==> config.mk <==
export PLATFORM = sky130hd
export DESIGN_NAME = uart_receiver
export DESIGN_NICKNAME = d
export VERILOG_FILES = /design/src/rtl/uart_receiver.sv
export SDC_FILE = /design/constraint.sdc
export NUM_CORES = 1
export LEC_CHECK = 0
export CAP_MARGIN = 25
export CORE_MARGIN = 2
export CORE_UTILIZATION = 30
export CTS_BUF_LIST = sky130_fd_sc_hd__clkbuf_4
export DETAILED_ROUTE_END_ITERATION = 16
export PLACE_DENSITY_LB_ADDON = 0.1
export SLEW_MARGIN = 10
export SYNTH_ARGS = -nofsm -noshare
export SYNTH_HDL_FRONTEND = slang
export SYNTH_SLANG_ARGS = --single-unit
export TNS_END_PERCENT = 100
==> constraint.sdc <==
create_clock -name clk_100MHz -period 2.5 [get_ports clk_100MHz]
set_input_delay 0.25 -clock clk_100MHz [delete_from_list [all_inputs] [get_ports clk_100MHz]]
set_output_delay 0.25 -clock clk_100MHz [all_outputs]
set_load 0.02 [all_outputs]
==> src/rtl/uart_receiver.sv <==
// -----------------------------------------------------------------------------
// uart_receiver
//   8N1 serial receiver with oversampled bit timing. A falling edge on the idle
//   line starts a frame; the start bit is re-checked at its midpoint to reject
//   glitches, data bits are sampled LSB first at their midpoints, and the stop
//   bit decides between a data_valid pulse and a frame_error pulse. After a
//   framing error the receiver waits for the line to return high before it
//   re-arms, so a held-low (break) line reports only one error.
//
// Parameters
//   CLK_FREQ    system clock frequency in Hz
//   BAUD_RATE   serial bit rate
//   OVERSAMPLE  sample ticks per bit (even, >= 4)
//   DATA_BITS   data bits per frame
//
// Ports
//   clk_100MHz   in   1          system clock, rising edge
//   reset        in   1          synchronous, active-high reset
//   rx           in   1          asynchronous serial line, idles high
//   data_out     out  DATA_BITS  last correctly framed byte, held until next
//   data_valid   out  1          one-cycle pulse when data_out updates
//   frame_error  out  1          one-cycle pulse when the stop bit is low
//   busy         out  1          high whenever a frame is in progress
// -----------------------------------------------------------------------------
module uart_receiver #(
   parameter int CLK_FREQ   = 100_000_000,
   parameter int BAUD_RATE  = 9600,
   parameter int OVERSAMPLE = 16,
   parameter int DATA_BITS  = 8
) (
   input  logic                 clk_100MHz,
   input  logic                 reset,
   input  logic                 rx,
   output logic [DATA_BITS-1:0] data_out,
   output logic                 data_valid,
   output logic                 frame_error,
   output logic                 busy
);

   localparam int DIV = CLK_FREQ / (BAUD_RATE * OVERSAMPLE);
   localparam int DW  = (DIV > 1) ? $clog2(DIV) : 1;
   localparam int SW  = $clog2(OVERSAMPLE);
   localparam int BW  = (DATA_BITS > 1) ? $clog2(DATA_BITS) : 1;

   localparam logic [DW-1:0] DIV_LAST = DW'(DIV - 1);
   localparam logic [SW-1:0] S_HALF   = SW'(OVERSAMPLE / 2 - 1);
   localparam logic [SW-1:0] S_LAST   = SW'(OVERSAMPLE - 1);
   localparam logic [BW-1:0] B_LAST   = BW'(DATA_BITS - 1);

   typedef enum logic [2:0] {
      ST_IDLE,
      ST_START,
      ST_DATA,
      ST_STOP,
      ST_BREAK
   } state_t;

   logic                 r_rx_meta;
   logic                 r_rx_s;
   state_t               r_state;
   logic [DW-1:0]        r_div_cnt;
   logic [SW-1:0]        r_s_cnt;
   logic [BW-1:0]        r_b_cnt;
   logic [DATA_BITS-1:0] r_shift;
   logic [DATA_BITS-1:0] r_data_out;
   logic                 r_data_valid;
   logic                 r_frame_error;

   state_t w_state_next;
   logic   w_tick;
   logic   w_div_clr;
   logic   w_s_clr;
   logic   w_b_clr;
   logic   w_b_inc;
   logic   w_shift_en;
   logic   w_load;
   logic   w_ferr;

   assign w_tick = (r_div_cnt == DIV_LAST);

   // Next-state and control decode. Every sample point is a tick on which
   // s_cnt has reached the end of its window; s_cnt restarts there so the
   // following window measures a full bit from the previous sample point.
   always_comb begin
      // NOTE: every signal gets a default before the case so no path can
      // leave it unassigned, which would otherwise infer a latch.
      w_state_next = r_state;
      w_div_clr    = 1'b0;
      w_s_clr      = 1'b0;
      w_b_clr      = 1'b0;
      w_b_inc      = 1'b0;
      w_shift_en   = 1'b0;
      w_load       = 1'b0;
      w_ferr       = 1'b0;
      case (r_state)
         ST_IDLE: begin
            if (!r_rx_s) begin
               // Restart the divider so ticks are phase-aligned to the edge.
               w_state_next = ST_START;
               w_div_clr    = 1'b1;
               w_s_clr      = 1'b1;
            end
         end
         ST_START: begin
            if (w_tick && (r_s_cnt == S_HALF)) begin
               w_s_clr = 1'b1;
               if (!r_rx_s) begin
                  w_state_next = ST_DATA;
                  w_b_clr      = 1'b1;
               end else begin
                  w_state_next = ST_IDLE;   // line back high: glitch
               end
            end
         end
         ST_DATA: begin
            if (w_tick && (r_s_cnt == S_LAST)) begin
               w_s_clr    = 1'b1;
               w_shift_en = 1'b1;
               if (r_b_cnt == B_LAST) begin
                  w_state_next = ST_STOP;
               end else begin
                  w_b_inc = 1'b1;
               end
            end
         end
         ST_STOP: begin
            if (w_tick && (r_s_cnt == S_LAST)) begin
               w_s_clr = 1'b1;
               if (r_rx_s) begin
                  w_load       = 1'b1;
                  w_state_next = ST_IDLE;
               end else begin
                  w_ferr       = 1'b1;
                  w_state_next = ST_BREAK;
               end
            end
         end
         ST_BREAK: begin
            if (r_rx_s) begin
               w_state_next = ST_IDLE;
            end
         end
         default: w_state_next = ST_IDLE;
      endcase
   end

   always_ff @(posedge clk_100MHz) begin
      if (reset) begin
         // Synchronizer resets to the idle line level so reset release
         // cannot look like a start edge.
         r_rx_meta     <= 1'b1;
         r_rx_s        <= 1'b1;
         r_state       <= ST_IDLE;
         r_div_cnt     <= '0;
         r_s_cnt       <= '0;
         r_b_cnt       <= '0;
         r_shift       <= '0;
         r_data_out    <= '0;
         r_data_valid  <= 1'b0;
         r_frame_error <= 1'b0;
      end else begin
         // NOTE: non-blocking assignments here, so every register samples
         // the values from before this edge regardless of statement order.
         r_rx_meta <= rx;
         r_rx_s    <= r_rx_meta;
         r_state   <= w_state_next;

         if (w_div_clr || w_tick) begin
            r_div_cnt <= '0;
         end else begin
            r_div_cnt <= r_div_cnt + 1'b1;
         end

         if (w_s_clr) begin
            r_s_cnt <= '0;
         end else if (w_tick) begin
            r_s_cnt <= r_s_cnt + 1'b1;
         end

         if (w_b_clr) begin
            r_b_cnt <= '0;
         end else if (w_b_inc) begin
            r_b_cnt <= r_b_cnt + 1'b1;
         end

         // LSB arrives first, so after DATA_BITS shifts it sits in bit 0.
         if (w_shift_en) begin
            r_shift <= {r_rx_s, r_shift[DATA_BITS-1:1]};
         end

         if (w_load) begin
            r_data_out <= r_shift;
         end

         r_data_valid  <= w_load;
         r_frame_error <= w_ferr;
      end
   end

   assign data_out    = r_data_out;
   assign data_valid  = r_data_valid;
   assign frame_error = r_frame_error;
   assign busy        = (r_state != ST_IDLE);

endmodule

## After elaboration in Yosys (flattened, before gate mapping)

Cells that the tools add are included.

| storage, ports and cells | value |
|---|---|
| register bits after elaboration | 40 |
| input bits | 3 |
| output and inout port bits | 11 |
| logic and storage cells | 63 |

| cells by class | value |
|---|---|
| add/sub/neg operators | 3 |
| equal/unequal tests | 14 |
| mux-type cells | 23 |
| bitwise gates (word level) | 2 |
| reductions and logical operators | 11 |

Operator list:

| cell | number |
|---|---|
| two-way mux 3 bit | 7 |
| case mux 3 bit (5 select lines) | 1 |
| two-way mux 1 bit | 13 |
| != test 2 bit, second input constant | 6 |
| adder 10 x 1 -> 10 bit, second input constant | 1 |
| == test 10 bit, second input constant | 1 |
| OR reduction 2 bit | 4 |
| == test 3 x 2 -> 1 bit, second input constant | 2 |
| == test 3 bit, second input constant | 2 |
| AND reduction 6 bit | 1 |
| adder 4 x 1 -> 4 bit, second input constant | 1 |
| == test 4 x 3 -> 1 bit, second input constant | 1 |
| == test 4 bit, second input constant | 1 |
| adder 3 x 1 -> 3 bit, second input constant | 1 |
| == test 3 x 1 -> 1 bit, second input constant | 1 |
| logical NOT 3 bit | 1 |
| case mux 1 bit (3 select lines) | 1 |
| nonzero test 3 bit | 1 |
| OR reduction 3 bit | 1 |
| logical AND 1 bit | 2 |
| two-way mux 2 bit | 1 |
| NOT 1 bit | 2 |
| logical OR 1 bit | 1 |

## Logic depth before layout (Yosys ltp)

| depth | value |
|---|---|
| depth in word-level cells | 5 |
| gate-level depth with buffers | 8 |
| gate-level depth less buffers | 7 |

## Worst setup path after synthesis

No wires, ideal clock.

| timing | value |
|---|---|
| path type | register -> register |
| from | register r_div_cnt[0] |
| to | register r_state[0] |
| setup time | 0.121 ns |
| arrival | 1.665 ns |
| required time | 2.379 ns |
| setup slack | 0.715 ns |
| stages on the path, launching flop included | 8 |
| buffers on the path | 0 |
| period minus slack after synthesis | 1.785 ns |
| cell sequence | dfxtp_1 > inv_1 > ha_1 > nand4bb_4 > nor4_4 > a211o_2 > a21oi_1 > mux2_2 |

| on the way | value |
|---|---|
| word-level cells in the longest chain between the ends | 4 |
| elaborated cells on any way between the ends | 7 |
| classes of those cells | eq/ne (4); reduce/logical (3) |

Ends and longest elaborated chain:

| item | line | source |
|---|---|---|
| start, declared | 61 | `logic [DW-1:0] r_div_cnt;` |
| start signal, assigned | 171 | `r_div_cnt <= r_div_cnt + 1'b1;` |
| == test 10 bit * | 79 | `assign w_tick = (r_div_cnt == DIV_LAST);` |
| logical AND 1 bit (on tied branches) | 116, 127, 105 |  |
| != test 2 bit (no line) | -- |  |
| AND reduction 6 bit (no line) * | -- |  |
| end signal, assigned | 166 | `r_state <= w_state_next;` |
| end, declared | 60 | `state_t r_state;` |

Every way passes the cells marked *; elsewhere a longest branch is shown, timed or not.
A chain may end at the register's enable or synchronous reset.

## Worst setup path after layout

| timing | value |
|---|---|
| from | register r_state[2] |
| to | output port busy |

| on the way | value |
|---|---|
| word-level cells in the longest chain between the ends | 1 |

Ends and longest elaborated chain:

| item | line | source |
|---|---|---|
| nonzero test 3 bit | 203 | `assign busy = (r_state != ST_IDLE);` |
| end, declared | 37 | `output logic busy` |

No other way between the ends.

==> implementation parameters <==
Parameter                              Value

Logic synthesis
  Cells after Synth ... ~180
  Share of the yosys chip area belonging to registers ... 0.454
  Total nets after synthesis ... 186
  Count of warnings emitted by yosys ... 0
  Count of unique library cells instantiated by Yosys ... 39
  Average footprint of a synthesized cell ... ~9.9 um^2
  Number of register bits inferred by synthesis ... 40
  Post-Synthesis Cell Area ... ~1800 um^2

Power
  Leakage ... approximately 0.0008 uW
  Power density over the cells ... approximately 550 nW/um^2
  Maximum VDD drop ... 0.000226 V

Placed design
  Placed instance count ... around 250
  Final weighted congestion of routability-driven global placement ... ~0.8
  Setup slack after placement ... about 0.55 ns
  Number of buffers inserted by port buffering ... 13
  HPWL Detailed ... ~2.4 mm

Clock network
  Post-CTS setup buffers ... 0
  Clock-pin slew of the registers on the worst-case setup and hold paths ... 0.13 ns
  H-tree depth ... 2
  Max Root-Sink Buffers ... 2
  CTS tree ... yes
  Number of buffers created by CTS ... 5
  Clock Sink Count ... 40
  Cts hold-fix bufs ... 0
  Worst skew pair latency ... 0.35 ns
  Master cell of the clock root buffer ... sky130_fd_sc_hd__clkbuf_4
  Resize count post-CTS ... 0

STA
  Number of pins with negative max-slew slack in the final report ... 0
  Count of final setup violators ... 0
  Number of hold-slack violations in the final timing report ... 0
  Unrepaired setup endpoints after global routing ... false
  Worst Tran Pin Value ... roughly 0.50 ns
  Sum of negative setup slack ... 0 ns
  Max transition margin ... 0.666
  Part of the cycle the worst path needs ... 0.783
  Final worst setup slack ... 0.542 ns
  Period minus WS final ... 1.96 ns
  Worst hold margin ... 0.440 ns
  Clock skew ... between 0.01 and 0.015 ns
  Max Clk Rate ... 0.511 GHz

Setup path
  Number of cells traversed by the worst register-to-register path ... 6
  Required time at the endpoint of the critical path ... between 2 and 2.5 ns
  CP endpoint kind ... primary output
  Buffers & Inverters on Critical Path ... 1
  Critical path capture point ... busy
  Crit-path slowest cell ... sky130_fd_sc_hd__clkdlybuf4s50_1
  R2R Path End ... r_state[1]
  Arrival time at the worst endpoint ... between 1.5 and 2 ns
  Worst-path fanout max ... 9
  Crit-path max cell delay ... ~0.6 ns
  RR Startpoint ... r_div_cnt[1]
  Cell breakdown of the critical path ... nor2_1 -> nand2_1 -> clkdlybuf4s50_1
  Flop-to-flop setup slack ... 0.55 ns
  Kind of critical path ... reg -> out
  Critical path's top delay family ... buffers and inverters
  Startpoint class of the critical path ... flip-flop
  Total number of cells along the worst setup path ... 3
  Launching instance or port of the critical path ... r_state[2]

Floorplanning
  Core Box Area ... between 5000 and 6000 um^2
  Die Height ... around 81 um
  Die outline area ... ~6500 um^2
  Io pins ... 14
  Floorplan row count ... 27
  Starting utilization of the core area ... 0.315
  Horizontal die dimension ... slightly above 80 um

Final layout
  Non-Filler Instances ... between 200 and 300
  Share of post-route cells with drive strength above 1 ... 0.137
  Area Growth Syn to Fin ... 15.3%
  Final core occ ... 0.363
  Final antenna diode count ... 0
  Count of fill cells added during filler insertion ... roughly 580
  Nets@finish ... between 150 and 200

GRT
  Routing usage on met1 ... 0.134
  Gr ovfl total ... 0
  Largest net degree at the start of global routing ... 22
  Most utilized layer in the global route result ... met2
  First-pass GRT wire length ... between 5 and 6 mm
  Global-route track usage on met2 ... 0.177
  Global-route usage over all layers ... 0.108
  Routing usage on met3 ... 0.0337
  Vias in the first global route ... around 1,100
  Antenna violations before repair ... 0

Drt
  Total number of vias ... between 1,000 and 1,500
  WL final ... ~3.2 mm
  Length of the first detailed-routing pass in iterations ... 4
  Number of design rule violations left after detail routing ... 0
  Via-to-Cell Ratio ... approximately 4.6
  Count of routing violations after the opening detailed-route iteration ... 48
  Number of routed nets with antenna violations ... 0
  Detailed-route wire length per cell ... about 12 um

Outcome
  Status ... finished, final reports clean

Min path
  Class of the tightest hold or removal check ... reg -> reg

Run
  Number of max-capacitance violations reported ... 0
## metal layers
metal	vias up	wire (um)
met5	-	0
li1	621	-
met1	564	1570
met4	0	53
met3	6	112
met2	14	1420
## placed cells by master, fill, tap and decap left out, drive strengths merged, types with 5 or more instances in the layout
| cell type | netlist | routed |
|---|---|---|
| clkbuf | 7 | 5 |
| clkdlybuf4s50 | 0 | 13 |
| dfxtp | 40 | 40 |
| ha | 5 | 5 |
| inv | 4 | 5 |
| mux2i | 19 | 19 |
| nand2 | 7 | 7 |
| nand3 | 5 | 5 |
| nor2 | 39 | 39 |
| xnor2 | 7 | 7 |
| xor2 | 5 | 5 |
## cell usage after synthesis (all sizes together)
cell	number	area share
xor2	5	0.025
clkbuf	7	0.015
a211o	1	0.0057
mux2i	19	0.11
nor4	2	0.024
xnor2	7	0.035
a31oi	1	0.0035
a32oi	1	0.0050
and2	1	0.0035
a21o	1	0.0050
nor2	39	0.083
a22oi	1	0.0071
nor3b	1	0.0043
and3	3	0.011
mux2	1	0.0064
nand2	7	0.015
nand4bb	2	0.031
inv	4	0.0085
nor4b	2	0.0099
ha	5	0.035
nand2b	2	0.0071
dfxtp	40	0.45
a31o	1	0.0050
nor2b	2	0.0071
o21ai	2	0.0057
and4	1	0.0057
or4	1	0.0064
buf	3	0.0085
nand4	1	0.0035
or2	2	0.0071
o21a	1	0.0043
or3	1	0.0035
and4b	1	0.0057
a21oi	2	0.0057
nand3	5	0.020
nor3	3	0.011
## logic make-up (layout without fill, tap and decap cells)
family / Yosys count / after routing / synth area share
and+or+nand+nor: 76 / 76 / 0.259
DFF: 40 / 40 / 0.454
muxes: 20 / 20 / 0.114
buffers and inverters: 14 / 26 / 0.0319
xor gates and xnor gates: 12 / 12 / 0.0595
AOI/OAI and AO/OA: 11 / 11 / 0.0468
adders and majority gates: 5 / 5 / 0.0354
## power breakdown
group / leakage, uW / switching [uW] / total, uW / internal [uW]
Combinational: 0.000457 / 20.5 / 34.8 / 14.4
Sequential: 0.000323 / 8.75 / 652 / 643
Clock: 0.0000418 / 220 / 434 / 214
## cell type report
cell class	instances	area [um^2]	share of cell area
well taps	72	90.1	0.0443
clock buffers	5	37.5	0.0184
clock inverters	3	46.3	0.0227
repair buffers	14	138	0.0676
inverters	4	15.0	0.00738
multi-input cells	124	908	0.446
flip-flops and latches	40	801	0.393
## worst min-delay path by stage
stage                     slack, ns        end       from  cells past startpoint
final                          0.44     r_rx_s  r_rx_meta                      1
after CTS                      0.44     r_rx_s  r_rx_meta                      1
after global routing           0.44  r_rx_meta         rx                      2
after global placement         0.40     r_rx_s  r_rx_meta                      1
after floorplan                0.35  r_rx_meta         rx                      1
after detailed placement       0.41     r_rx_s  r_rx_meta                      1
## per-stage QoR
| step | power [uW] | area, um^2 |
|---|---|---|
| after floorplan | 691 | 1770 |
| after global placement | 701 | 1950 |
| after detailed placement | 702 | 1950 |
| after CTS | 1150 | 2040 |
| after global routing | 1170 | 2040 |
| final | 1120 | 2040 |
## state kept, by name, indices dropped and copies added, names as in the netlist, 3 cells and up
signal and flops:
r_div_cnt 10, data_out 8, r_shift 8, r_s_cnt 4
r_b_cnt 3, r_state 3
Power figures use the tool's default switching activity.
